===== config.mk =====
export PLATFORM = sky130hd
export DESIGN_NAME = id_stage
export DESIGN_NICKNAME = d
export VERILOG_FILES = /design/src/rtl/id_stage.sv
export SDC_FILE = /design/constraint.sdc
export NUM_CORES = 2
export LEC_CHECK = 0
export CORE_MARGIN = 5
export CORE_UTILIZATION = 55
export DETAILED_ROUTE_END_ITERATION = 16
export GPL_TIMING_DRIVEN = 0
export PLACE_DENSITY = 0.77
export SYNTH_ARGS = -nofsm -noshare
export SYNTH_HDL_FRONTEND = slang
export SYNTH_SLANG_ARGS = --single-unit

===== constraint.sdc =====
create_clock -name clk -period 4.4 [get_ports clk]
set_input_delay 0.66 -clock clk [delete_from_list [all_inputs] [get_ports clk]]
set_output_delay 0.66 -clock clk [all_outputs]
set_load 0.02 [all_outputs]

===== src/rtl/id_stage.sv =====
// ID stage of the 5-stage MIPS pipeline: latches {instr, pc} from IF, decodes the
// supported subset, owns the register file, resolves branches and interlocks on RAW hazards.
module id_stage #(
  parameter int FS_TO_DS_BUS_WD = 64,
  parameter int DS_TO_ES_BUS_WD = 136,
  parameter int JUMP_BUS_WD     = 33,
  parameter int WS_TO_RF_BUS_WD = 38
) (
  input  logic                       clk,
  input  logic                       reset,
  input  logic                       es_allowin,
  input  logic                       fs_to_ds_valid,
  input  logic [FS_TO_DS_BUS_WD-1:0] fs_to_ds_bus,
  output logic                       ds_allowin,
  output logic [JUMP_BUS_WD-1:0]     jump_bus,
  output logic                       ds_to_es_valid,
  output logic [DS_TO_ES_BUS_WD-1:0] ds_to_es_bus,
  input  logic [WS_TO_RF_BUS_WD-1:0] ws_to_rf_bus,
  input  logic [4:0]                 es_dest,
  input  logic [4:0]                 ms_dest,
  input  logic [4:0]                 ws_dest
);

  logic        ds_valid_q, ds_valid_d;
  logic [31:0] ds_instr_q, ds_instr_d;
  logic [31:0] ds_pc_q, ds_pc_d;
  logic        ds_ready_go;

  assign ds_allowin     = !ds_valid_q || (ds_ready_go && es_allowin);
  assign ds_to_es_valid = ds_valid_q && ds_ready_go;

  always_comb begin
    ds_valid_d = ds_valid_q;
    ds_instr_d = ds_instr_q;
    ds_pc_d    = ds_pc_q;
    if (ds_allowin) begin
      ds_valid_d = fs_to_ds_valid;
      if (fs_to_ds_valid) begin
        ds_instr_d = fs_to_ds_bus[63:32];
        ds_pc_d    = fs_to_ds_bus[31:0];
      end
    end
  end

  always_ff @(posedge clk) begin
    if (reset) begin
      ds_valid_q <= 1'b0;
      ds_instr_q <= 32'd0;
      ds_pc_q    <= 32'd0;
    end else begin
      ds_valid_q <= ds_valid_d;
      ds_instr_q <= ds_instr_d;
      ds_pc_q    <= ds_pc_d;
    end
  end

  // Register file: no reset, no write-to-read bypass (the WB interlock covers it)
  logic        rf_we;
  logic [4:0]  rf_waddr;
  logic [31:0] rf_wdata;
  logic [31:0] rf_q [32];

  assign {rf_we, rf_waddr, rf_wdata} = ws_to_rf_bus;

  always_ff @(posedge clk) begin
    if (rf_we && (rf_waddr != 5'd0)) begin
      rf_q[rf_waddr] <= rf_wdata;
    end
  end

  logic [5:0]  op, funct;
  logic [4:0]  rs, rt, rd;
  logic [15:0] imm;
  logic [25:0] instr_index;
  logic [31:0] rs_value, rt_value;

  assign op          = ds_instr_q[31:26];
  assign rs          = ds_instr_q[25:21];
  assign rt          = ds_instr_q[20:16];
  assign rd          = ds_instr_q[15:11];
  assign funct       = ds_instr_q[5:0];
  assign imm         = ds_instr_q[15:0];
  assign instr_index = ds_instr_q[25:0];

  assign rs_value = (rs == 5'd0) ? 32'd0 : rf_q[rs];
  assign rt_value = (rt == 5'd0) ? 32'd0 : rf_q[rt];

  logic is_special;
  logic inst_addu, inst_subu, inst_slt, inst_sltu, inst_and, inst_or, inst_xor, inst_nor;
  logic inst_sll, inst_srl, inst_sra, inst_jr;
  logic inst_addiu, inst_lui, inst_lw, inst_sw, inst_beq, inst_bne, inst_jal;

  assign is_special = (op == 6'h00);
  assign inst_addu  = is_special && (funct == 6'h21);
  assign inst_subu  = is_special && (funct == 6'h23);
  assign inst_slt   = is_special && (funct == 6'h2a);
  assign inst_sltu  = is_special && (funct == 6'h2b);
  assign inst_and   = is_special && (funct == 6'h24);
  assign inst_or    = is_special && (funct == 6'h25);
  assign inst_xor   = is_special && (funct == 6'h26);
  assign inst_nor   = is_special && (funct == 6'h27);
  assign inst_sll   = is_special && (funct == 6'h00);
  assign inst_srl   = is_special && (funct == 6'h02);
  assign inst_sra   = is_special && (funct == 6'h03);
  assign inst_jr    = is_special && (funct == 6'h08);
  assign inst_addiu = (op == 6'h09);
  assign inst_lui   = (op == 6'h0f);
  assign inst_lw    = (op == 6'h23);
  assign inst_sw    = (op == 6'h2b);
  assign inst_beq   = (op == 6'h04);
  assign inst_bne   = (op == 6'h05);
  assign inst_jal   = (op == 6'h03);

  logic        r_arith, r_shift;
  logic [11:0] alu_op;
  logic        load_op, src1_is_sa, src1_is_pc, src2_is_imm, src2_is_8, gr_we, mem_we;
  logic [4:0]  dest;

  assign r_arith = inst_addu | inst_subu | inst_slt | inst_sltu
                 | inst_and  | inst_or   | inst_xor | inst_nor;
  assign r_shift = inst_sll | inst_srl | inst_sra;

  assign alu_op = {inst_addu | inst_addiu | inst_lw | inst_sw | inst_jal,
                   inst_subu, inst_slt, inst_sltu, inst_and, inst_nor, inst_or,
                   inst_xor, inst_sll, inst_srl, inst_sra, inst_lui};

  assign load_op     = inst_lw;
  assign src1_is_sa  = r_shift;
  assign src1_is_pc  = inst_jal;
  assign src2_is_imm = inst_addiu | inst_lui | inst_lw | inst_sw;
  assign src2_is_8   = inst_jal;
  assign gr_we       = r_arith | r_shift | inst_addiu | inst_lui | inst_lw | inst_jal;
  assign mem_we      = inst_sw;

  always_comb begin
    dest = 5'd0;
    if (inst_jal)                                 dest = 5'd31;
    else if (r_arith || r_shift)                  dest = rd;
    else if (inst_addiu || inst_lui || inst_lw)   dest = rt;
  end

  // Only sources the instruction actually consumes take part in the interlock
  logic rs_read, rt_read, rs_hit, rt_hit;

  assign rs_read = r_arith | inst_addiu | inst_lw | inst_sw | inst_beq | inst_bne | inst_jr;
  assign rt_read = r_arith | r_shift | inst_sw | inst_beq | inst_bne;

  assign rs_hit = rs_read && (rs != 5'd0) && ((rs == es_dest) || (rs == ms_dest) || (rs == ws_dest));
  assign rt_hit = rt_read && (rt != 5'd0) && ((rt == es_dest) || (rt == ms_dest) || (rt == ws_dest));

  assign ds_ready_go = !(ds_valid_q && (rs_hit || rt_hit));

  logic [31:0] pc_plus4, br_target, jump_target;
  logic        jump_taken;

  assign pc_plus4  = ds_pc_q + 32'd4;
  assign br_target = pc_plus4 + {{14{imm[15]}}, imm, 2'b00};

  always_comb begin
    jump_target = 32'd0;
    if (inst_beq || inst_bne) jump_target = br_target;
    else if (inst_jal)        jump_target = {pc_plus4[31:28], instr_index, 2'b00};
    else if (inst_jr)         jump_target = rs_value;
  end

  assign jump_taken = ds_valid_q && ds_ready_go &&
                      ((inst_beq && (rs_value == rt_value)) ||
                       (inst_bne && (rs_value != rt_value)) ||
                       inst_jal || inst_jr);

  // Target forced to zero when not taken so IF sees an all-zero bus when idle
  assign jump_bus = {jump_taken, jump_taken ? jump_target : 32'd0};

  assign ds_to_es_bus = {alu_op, load_op, src1_is_sa, src1_is_pc, src2_is_imm, src2_is_8,
                         gr_we, mem_we, dest, imm, rs_value, rt_value, ds_pc_q};

endmodule


==> metrics.csv <==
stage,metric,value,unit
sta,"Setup violations, final",41,
hold_path,hold wc startpoint,reset,
setup_path,"Top cell by count, worst path",buf_6,
place,GP Congestion,0.9241,
floorplan,Die Y,321.5,um
route,metal3 WL,34.33,mm
synth,"top cells by area, synth","edfxtp_1 (58%), mux4_2 (22%), dfxtp_1 (2.8%)",
floorplan,row count,114,
cells_and_area,share of cells above drive strength 1,39.22,%
route,top routing layer used,met5,
setup_path,CP Capture Type,output port,
setup_path,crit path max fanout,10,
setup_path,"slowest stage delay, CP",0.56,ns
sta,Hold WS,0.3969,ns
synth,Async SR Flop Fraction,0,%
floorplan,starting density of the core,55.33,%
hold_path,Hold Path Class,primary input to register,
place,post-DP HPWL,128.4,mm
floorplan,IO Count,292,
setup_path,CP Launch Type,register,
cells_and_area,Non-Filler Instances,4979,
global_route,largest net degree at the start of global routing,33,
cells_and_area,register area,32290,um^2
setup_path,ordered cell list for the critical path,"buf_6, buf_6, buf_8, mux4_2, a22oi_1, a31oi_4, xor2_1, nor4_1, nand4_1, buf_6, or4_1, and3_4, buf_12, buf_12, a21oi_4, buf_6",
setup_path,Critical Path RT,3.74,ns
route,router iterations before antenna repair,8,
cells_and_area,"most common cell after layout, fill and taps aside",edfxtp_1,
synth,area share of the largest cell type after synthesis,57.64,%
route,Routed Antenna Nets,0,
setup_path,arrival time worst endpoint,5.06,ns
route,Avg WL per Cell,40.47,um
global_route,initial antenna violation count,14,
sta,post-route worst setup slack,-1.317,ns
route,Via density,7.557,
cts,Worst-path clk slew,0.07,ns
route,drt total wl,201.5,mm
setup_path,Critical-path top delay cell,mux4_2,
synth,Yosys Warn Count,0,
cells_and_area,Final #Nets,3747,
synth,Yosys reg bits,1099,
cells_and_area,number of fillers in the final layout,5712,
power_and_ir_drop,Pwr Density,392.3,nW/um^2
floorplan,Std-Cell Core Area,96420,um^2
setup_path,r2r startpoint,ds_instr_q[24],
sta,final hold violations,0,
synth,ys flop type,edfxtp_1,
route,residual DRC count,0,
cts,Root Buffer,clkbuf_16,
synth,"EDFF count, synth",1024,
sta,Tcrit/Tclk final,129.9,%
route,via count,37630,
hold_path,hold path cells,2,
synth,"Distinct cells, synth",66,
cts,CTS tree,built,
setup_path,reg2reg setup slack,0.54,ns
cts,cts bufs inserted,113,
global_route,Total GRT Usage,37.85,%
cts,hold buffer count at cts,0,
setup_path,CP Class,register to output port,
route,metal2 WL,90.15,mm
power_and_ir_drop,Total Power,26420,uW
global_route,vias in the first global route,37090,
cells_and_area,layout overhead on the synthesized area,26.22,%
power_and_ir_drop,static leakage,0.02155,uW
setup_path,FF-to-FF path depth,12,
power_and_ir_drop,Peak VDD IR,366.0,uV
synth,syn_area_per_cell,17.82,um^2
synth,cell taking the most area after synthesis,edfxtp_1,
sta,Relative slew margins,1.204,%
sta,Peak Freq,174.9,MHz
outcome,outcome,"finished, violations left",
cts,CTS Buffer Depth,3,
sta,min Tclk post-route,5.717,ns
global_route,grt ovf,0,
cells_and_area,multi-input combinational cell area,21950,um^2
cts,H-tree depth,3,
cells_and_area,most frequent cells in the layout,"edfxtp_1 (1,024), mux4_2 (512), clkdlybuf4s50_1 (249)",
hold_path,sink of the worst hold path,ds_instr_q[19],
synth,mapped cell area,53350,um^2
cts,Clock Latency Late Sink,0.73,ns
place,PortBufs,290,
cts,CTS sink count,1099,
sta,RSZ-0062 raised after global routing,true,
floorplan,Die ar.,103300,um^2
sta,worst slew pin tran,1.477,ns
place,placed cells,4625,
synth,Syn Inst Count,2994,
flow_run,max cap viols,0,
floorplan,Die W,321.5,um
synth,register area share after synthesis,60.45,%
route,Met1 Wirelength,58.91,mm
sta,Final Slew Violations,0,
sta,Setup TNS Final,-41.06,ns
global_route,first-pass GRT wire length,274.8,mm
outcome,failing checks,setup timing,
sta,final setup skew,0.03232,ns
route,initial drt markers,6717,
metrics by stage:
| step | setup slack (ns) | util (%) | area (um^2) |
|---|---|---|---|
| 2_1_floorplan | 0.0007838 | - | 53560 |
| 6_report | -1.317 | 69.84 | 67340 |
| 4_1_cts | -1.143 | 68.74 | 66280 |
| 3_5_place_dp | -2.998 | 61.20 | 59010 |
| 5_1_grt | -1.359 | 69.82 | 67320 |
| 3_3_place_gp | -3.407 | 60.21 | 58060 |
flip-flops by register name, indices dropped and copies added (netlist names), named ones only:
name        flops
ds_valid_q      1
rf_q         1024
ds_pc_q        32
ds_instr_q     32
worst max-delay path by stage:
stage	cells after the start	to	start
6_report	16	jump_bus[23]	register
5_1_grt	16	jump_bus[16]	register
4_1_cts	18	jump_bus[23]	register
3_5_place_dp	15	jump_bus[2]	register
3_3_place_gp	16	jump_bus[2]	register
2_1_floorplan	14	jump_bus[16]	register
timing repair:
action | 4_1_cts | 5_1_grt
pin swaps | 89 | 44
cloned | 8 | 1
endpoints found under the setup margin | 110 | 70
buffers inserted | 84 | 46
gates resized for setup | 822 | 129
critical path: cells and delay by family, from the launching register on:
family	cells	cell delay [ns]
buf+inv	7	1.26
mux	1	0.56
xor+xnor	1	0.21
simple gates	4	1.22
compound gates	3	0.72
flops	1	0.32
synth_stat cells, drive strengths merged, types with 25 or more instances:
library cell	number
o21ai	25
buf	160
a22oi	135
edfxtp	1024
a31oi	71
o22ai	65
nand2	45
nor2	180
xor2	62
xnor2	52
a211o	64
a21oi	29
nand3	25
mux2i	131
dfxtp	75
clkbuf	109
mux4	512
ha	30
layer usage:
metal	GRT usage, %	vias to the layer above
met3	15.84	1027
met5	2.639	-
met2	57.48	4280
met1	43.85	18440
li1	-	13870
met4	26.01	10
where the power goes:
group	internal [uW]	switching, uW
registers	11600	147
logic	2050	3010
clock network	5330	4260
total	19000	7420
layout make-up:
class | instances | area share [%]
Sequential cell | 1099 | 47.94
Multi-Input combinational cell | 1637 | 32.60
Tap cell | 1276 | 2.371
Buffer | 261 | 4.013
Timing Repair Buffer | 463 | 7.527
Clock inverter | 72 | 1.039
Antenna cell | 11 | 0.04088
Clock buffer | 140 | 4.350
Inverter | 20 | 0.1152
cell families after synthesis:
group | after synthesis | share of synthesized area [%]
other cells | 1 | 0.007029
xor+xnor | 114 | 1.871
fa+ha+maj | 31 | 0.7411
mux | 643 | 24.07
flops | 1099 | 60.45
compound gates | 458 | 6.238
simple gates | 359 | 3.508
buf+inv | 289 | 3.112
(Power assumes the default switching activity.)
